`src/rtl/vga_timing_pkg.sv`:
```
// rtl/vga_timing_pkg.sv - default 640x480@60 timing constants and derivation helpers
package vga_timing_pkg;

    localparam int COORD_W = 10;
    localparam int COORD_LIMIT = 1 << COORD_W;

    localparam int H_DISPLAY_DEF = 640;
    localparam int H_FRONT_DEF   = 16;
    localparam int H_SYNC_DEF    = 96;
    localparam int H_BACK_DEF    = 48;
    localparam int V_DISPLAY_DEF = 480;
    localparam int V_FRONT_DEF   = 10;
    localparam int V_SYNC_DEF    = 2;
    localparam int V_BACK_DEF    = 33;
    localparam int TICK_DIV_DEF  = 4;

    typedef logic [COORD_W-1:0] coord_t;

    function automatic int axis_total(int display, int front, int sync, int back);
        return display + front + sync + back;
    endfunction

    function automatic int sync_start(int display, int front);
        return display + front;
    endfunction

    function automatic int sync_end(int display, int front, int sync);
        return display + front + sync;
    endfunction

    // Half-open window test; int compare keeps an end bound of 1024 representable.
    function automatic logic in_window(coord_t v, int lo, int hi);
        return (int'(v) >= lo) && (int'(v) < hi);
    endfunction

endpackage

```
`src/rtl/pixel_tick_div.sv`:
```
// rtl/pixel_tick_div.sv - free-running divider producing a one-clk pixel enable every TICK_DIV cycles
module pixel_tick_div #(
    parameter int TICK_DIV = 4
) (
    input  logic clk,
    input  logic rst_n,
    output logic p_tick
);

    localparam int CW = $clog2(TICK_DIV);
    localparam logic [CW-1:0] LAST = CW'(TICK_DIV - 1);

    if ((TICK_DIV < 2) || (TICK_DIV > 16)) begin : g_div_range_err
        $error("pixel_tick_div: TICK_DIV must be in 2..16");
    end

    logic [CW-1:0] tick_cnt_q;
    logic [CW-1:0] tick_cnt_d;

    assign tick_cnt_d = (tick_cnt_q == LAST) ? '0 : tick_cnt_q + CW'(1);

    always_ff @(posedge clk or negedge rst_n) begin
        if (!rst_n) begin
            tick_cnt_q <= '0;
        end else begin
            tick_cnt_q <= tick_cnt_d;
        end
    end

    assign p_tick = (tick_cnt_q == LAST);

endmodule

```
`src/rtl/vga_sync_gen.sv`:
```
// rtl/vga_sync_gen.sv - VGA timing generator; optional frame counter enabled by VGA_FRAME_CNT_EN
module vga_sync_gen
    import vga_timing_pkg::*;
#(
    parameter int H_DISPLAY = H_DISPLAY_DEF,
    parameter int H_FRONT   = H_FRONT_DEF,
    parameter int H_SYNC    = H_SYNC_DEF,
    parameter int H_BACK    = H_BACK_DEF,
    parameter int V_DISPLAY = V_DISPLAY_DEF,
    parameter int V_FRONT   = V_FRONT_DEF,
    parameter int V_SYNC    = V_SYNC_DEF,
    parameter int V_BACK    = V_BACK_DEF,
    parameter int TICK_DIV  = TICK_DIV_DEF
) (
    input  logic       clk,
    input  logic       rst_n,
    output logic       p_tick,
    output logic [9:0] x,
    output logic [9:0] y,
    output logic       hsync,
    output logic       vsync,
    output logic       video_on,
    output logic       frame_start
`ifdef VGA_FRAME_CNT_EN
    ,
    output logic [7:0] frame_cnt
`endif
);

    localparam int H_TOTAL  = axis_total(H_DISPLAY, H_FRONT, H_SYNC, H_BACK);
    localparam int V_TOTAL  = axis_total(V_DISPLAY, V_FRONT, V_SYNC, V_BACK);
    localparam int HS_START = sync_start(H_DISPLAY, H_FRONT);
    localparam int HS_END   = sync_end(H_DISPLAY, H_FRONT, H_SYNC);
    localparam int VS_START = sync_start(V_DISPLAY, V_FRONT);
    localparam int VS_END   = sync_end(V_DISPLAY, V_FRONT, V_SYNC);
    localparam coord_t H_LAST = coord_t'(H_TOTAL - 1);
    localparam coord_t V_LAST = coord_t'(V_TOTAL - 1);

    if ((H_TOTAL > COORD_LIMIT) || (V_TOTAL > COORD_LIMIT)) begin : g_total_range_err
        $error("vga_sync_gen: H_TOTAL and V_TOTAL must not exceed 1024");
    end

    logic   tick;
    coord_t x_q, x_d;
    coord_t y_q, y_d;
    logic   hsync_q, hsync_d;
    logic   vsync_q, vsync_d;
    logic   video_on_q, video_on_d;
    logic   frame_start_q, frame_start_d;

    pixel_tick_div #(
        .TICK_DIV(TICK_DIV)
    ) u_tick_div (
        .clk   (clk),
        .rst_n (rst_n),
        .p_tick(tick)
    );

    // Sync and blanking decode from the next coordinates so they land on the same edge as x/y.
    always_comb begin
        x_d           = x_q;
        y_d           = y_q;
        frame_start_d = 1'b0;
        if (tick) begin
            if (x_q == H_LAST) begin
                x_d = '0;
                if (y_q == V_LAST) begin
                    y_d           = '0;
                    frame_start_d = 1'b1;
                end else begin
                    y_d = y_q + coord_t'(1);
                end
            end else begin
                x_d = x_q + coord_t'(1);
            end
        end
        hsync_d    = !in_window(x_d, HS_START, HS_END);
        vsync_d    = !in_window(y_d, VS_START, VS_END);
        video_on_d = (int'(x_d) < H_DISPLAY) && (int'(y_d) < V_DISPLAY);
    end

    always_ff @(posedge clk or negedge rst_n) begin
        if (!rst_n) begin
            x_q           <= '0;
            y_q           <= '0;
            hsync_q       <= 1'b1;
            vsync_q       <= 1'b1;
            video_on_q    <= 1'b1;
            frame_start_q <= 1'b0;
        end else begin
            x_q           <= x_d;
            y_q           <= y_d;
            hsync_q       <= hsync_d;
            vsync_q       <= vsync_d;
            video_on_q    <= video_on_d;
            frame_start_q <= frame_start_d;
        end
    end

`ifdef VGA_FRAME_CNT_EN
    logic [7:0] frame_cnt_q;

    always_ff @(posedge clk or negedge rst_n) begin
        if (!rst_n) begin
            frame_cnt_q <= '0;
        end else if (frame_start_d) begin
            frame_cnt_q <= frame_cnt_q + 8'd1;
        end
    end

    assign frame_cnt = frame_cnt_q;
`endif

    assign p_tick      = tick;
    assign x           = x_q;
    assign y           = y_q;
    assign hsync       = hsync_q;
    assign vsync       = vsync_q;
    assign video_on    = video_on_q;
    assign frame_start = frame_start_q;

endmodule

```
`config.mk`:
```
export PLATFORM = sky130hd
export DESIGN_NAME = vga_sync_gen
export DESIGN_NICKNAME = d
export VERILOG_FILES = /design/src/rtl/vga_timing_pkg.sv /design/src/rtl/pixel_tick_div.sv /design/src/rtl/vga_sync_gen.sv
export SDC_FILE = /design/constraint.sdc
export NUM_CORES = 1
export LEC_CHECK = 0
export CAP_MARGIN = 25
export CORE_MARGIN = 2
export CORE_UTILIZATION = 46
export DETAILED_ROUTE_END_ITERATION = 12
export PLACE_DENSITY = 0.75
export SLEW_MARGIN = 10
export SYNTH_ARGS = -nofsm -noshare
export SYNTH_HDL_FRONTEND = slang
export SYNTH_SLANG_ARGS = --single-unit
```
`constraint.sdc`:
```
create_clock -name clk -period 2.1 [get_ports clk]
set_input_delay 0.525 -clock clk [delete_from_list [all_inputs] [get_ports clk]]
set_output_delay 0.525 -clock clk [all_outputs]
set_load 0.02 [all_outputs]
```
==> results.json <==
{
  "status": "finished clean",
  "path_class": "register to register",
  "drive_gt1_frac": 0.260,
  "place_area_um2": 1880,
  "final_cell_mix": "26 x buf_4, 24 x clkdlybuf4s50_1, 18 x dfrtp_1, 17 x nand2_1, 12 x nor2_1",
  "syn-num-nets": 155,
  "placedCellCount": 228,
  "critPathLaunchType": "register",
  "ys_ff_latch": 26,
  "drv_slew": 0,
  "hold_depth": 1,
  "cp_max_fo": 4,
  "drt_iter0_markers": 59,
  "cts_tree": "built",
  "grt_pass1_wl_um": 5640,
  "diodes": 0,
  "drc": 0,
  "design_area_um2": 1960,
  "synth_ff_type": "dfrtp_1",
  "async_flop_share": 1.00,
  "dieArea_um2": 3520,
  "numCtsBuffers": 3,
  "postRouteAntennaNets": 0,
  "numPortBuffers": 26,
  "clock_path_buffers": 2,
  "cp_cell_sequence": "inv_1 -> ha_1 -> nand4_1 -> or4_4 -> nand2_4 -> nor4b_2 -> o311ai_1 -> and3b_1",
  "ios": 27,
  "root_buffer": "clkbuf_4",
  "rsz0062_at_grt": "true",
  "finalPower_w": 0.000860,
  "synth_warnings": 0,
  "hold_violations": 0,
  "cellLeakagePower_nw": 0.847,
  "grt_pass1_vias": 1276,
  "worstPathRequired_ns": 2.38,
  "gr-total-overflow": 0,
  "dp_hpwl_um": 2420,
  "rows": 20,
  "ff2ff_path_depth": 8,
  "first_pass_iters": 4,
  "clkSlewWorstSetupHoldPaths_ns": 0.15,
  "layout.cells.non_filler": 233,
  "via_per_inst": 5.62,
  "antenna_found_initial": 0,
  "power_per_cell_area_nw_per_um2": 440,
  "regToRegSetupSlack_ns": 0.02,
  "syn-mean-instance-area_um2": 9.46,
  "core_um2": 2980,
  "drv_cap": 0,
  "clock_sinks": 26,
  "synth_edf_count": 0,
  "gp_congestion": 0.889,
  "layout-area-overhead-vs-synth_pct": 38.7,
  "nets": 207,
  "hold_buffers": 0,
  "relSlewSlack": 0.768,
  "irDropWorstVdd_mv": 0.338,
  "finalSetupViolations": 0,
  "final.setup_skew_ns": 0.00420,
  "finalSetupTns_ns": 0,
  "fmax_mhz": 481,
  "seq_area_frac_synth": 0.464,
  "synth_cells": 149,
  "drt-total-wl_um": 3310,
  "clock_latency_ns": 0.32,
  "cp_data_arrival_time_ns": 2.36,
  "die_x_um": 59.4,
  "nFillCells": 259,
  "grt_max_degree": 27,
  "worstSetupEndpointType": "register",
  "cp_slowest_cell": "or4_4",
  "tightest_slew_ns": 0.342,
  "multiInputGateArea_um2": 711,
  "min_path_type": "register to register",
  "wl_per_cell_um": 14.2,
  "ff_latch_area_um2": 661,
  "grt.total_usage": 0.210,
  "die_h_um": 59.4,
  "initial_core_util": 0.474,
  "final_common_cell": "buf_4",
  "synthDistinctLibCells": 36,
  "syn_area_um2": 1410,
  "slowest_delay_ns": 0.54,
  "hold_ws_ns": 0.490,
  "post-route-period-util": 0.990,
  "num_vias": 1309,
  "min_period_ns": 2.08,
  "htree_num_levels": 1
}
layout make-up:
cell class	count	area share
sequential	26	0.338
timing repair buffer	52	0.234
clock inverter	1	0.0154
inverter	9	0.0173
multi-input combinational	109	0.363
tap	33	0.0211
clock buffer	3	0.0115
sequential cells by signal (all words and copies together), names as in the netlist:
signal / count
frame_start: 1
hsync: 1
u_tick_div.tick_cnt_q: 2
video_on: 1
vsync: 1
x: 10
y: 10
cells by family (layout without fill, tap and decap cells):
kind of cell,after synthesis,in the layout,synth area share
and+or+nand+nor,69,69,0.275
adders and majority gates,4,4,0.0355
DFF,26,26,0.464
AOI/OAI and AO/OA,25,25,0.0994
muxes,2,2,0.0160
xor gates and xnor gates,9,9,0.0612
buffers and inverters,14,65,0.0488
worst paths after layout:
kind,from,end
max,y[0]$_DFF_PN0_,video_on$_DFF_PN1_
min,u_tick_div.tick_cnt_q[0]$_DFF_PN0_,u_tick_div.tick_cnt_q[0]$_DFF_PN0_
max reg2reg,y[0]$_DFF_PN0_,video_on$_DFF_PN1_
min reg2reg,u_tick_div.tick_cnt_q[0]$_DFF_PN0_,u_tick_div.tick_cnt_q[0]$_DFF_PN0_
max in group asynchronous,rst_n,vsync$_DFF_PN1_
min in group asynchronous,rst_n,x[8]$_DFF_PN0_
through the flow:
step                      utilization  setup slack, ns
after floorplan                     -          -0.0716
after global placement          0.631           0.0844
after detailed placement        0.631          -0.0259
after CTS                       0.651          0.00840
after global routing            0.657          -0.0654
final                           0.657           0.0204
critical path: cells and delay by family (launching register included):
family	cells	cell delay, ns
AOI/OAI and AO/OA	1	0.36
adders and majority gates	1	0.15
buffers and inverters	1	0.07
DFF	1	0.42
and+or+nand+nor	5	1.06
cell usage after synthesis (3+ instances only):
| master | n | area, um^2 |
|---|---|---|
| a21oi_1 | 9 | 45.0 |
| ha_1 | 4 | 50.1 |
| dfrtp_1 | 23 | 576 |
| nor3_1 | 3 | 15.0 |
| and3_1 | 5 | 31.3 |
| o31ai_1 | 4 | 30.0 |
| nand3_1 | 8 | 40.0 |
| inv_1 | 9 | 33.8 |
| xnor2_1 | 7 | 61.3 |
| nand4_1 | 7 | 43.8 |
| nand2_1 | 17 | 63.8 |
| o21ai_0 | 10 | 50.1 |
| dfstp_2 | 3 | 78.8 |
| nor2_1 | 13 | 48.8 |
routing by layer:
layer	vias up	track usage	wire, um
li1	635	-	-
met1	627	0.300	1550
met2	43	0.311	1600
met3	4	0.0349	136
met4	0	0.0909	27
met5	-	0	0
power by group:
| part | internal (W) | switching (W) | total (W) |
|---|---|---|---|
| Clock | 0.000193 | 0.000154 | 0.000347 |
| Combinational | 0.00000284 | 0.00000925 | 0.0000121 |
| Sequential | 0.000501 | 0 | 0.000501 |
| Total | 0.000697 | 0.000163 | 0.000860 |
timing repair:
item | in CTS | in global routing
buffers inserted | 0 | 1
setup endpoints to repair | 3 | 4
gates resized for setup | 5 | 7
pin swaps | 1 | 1
(Power assumes the default switching activity.)
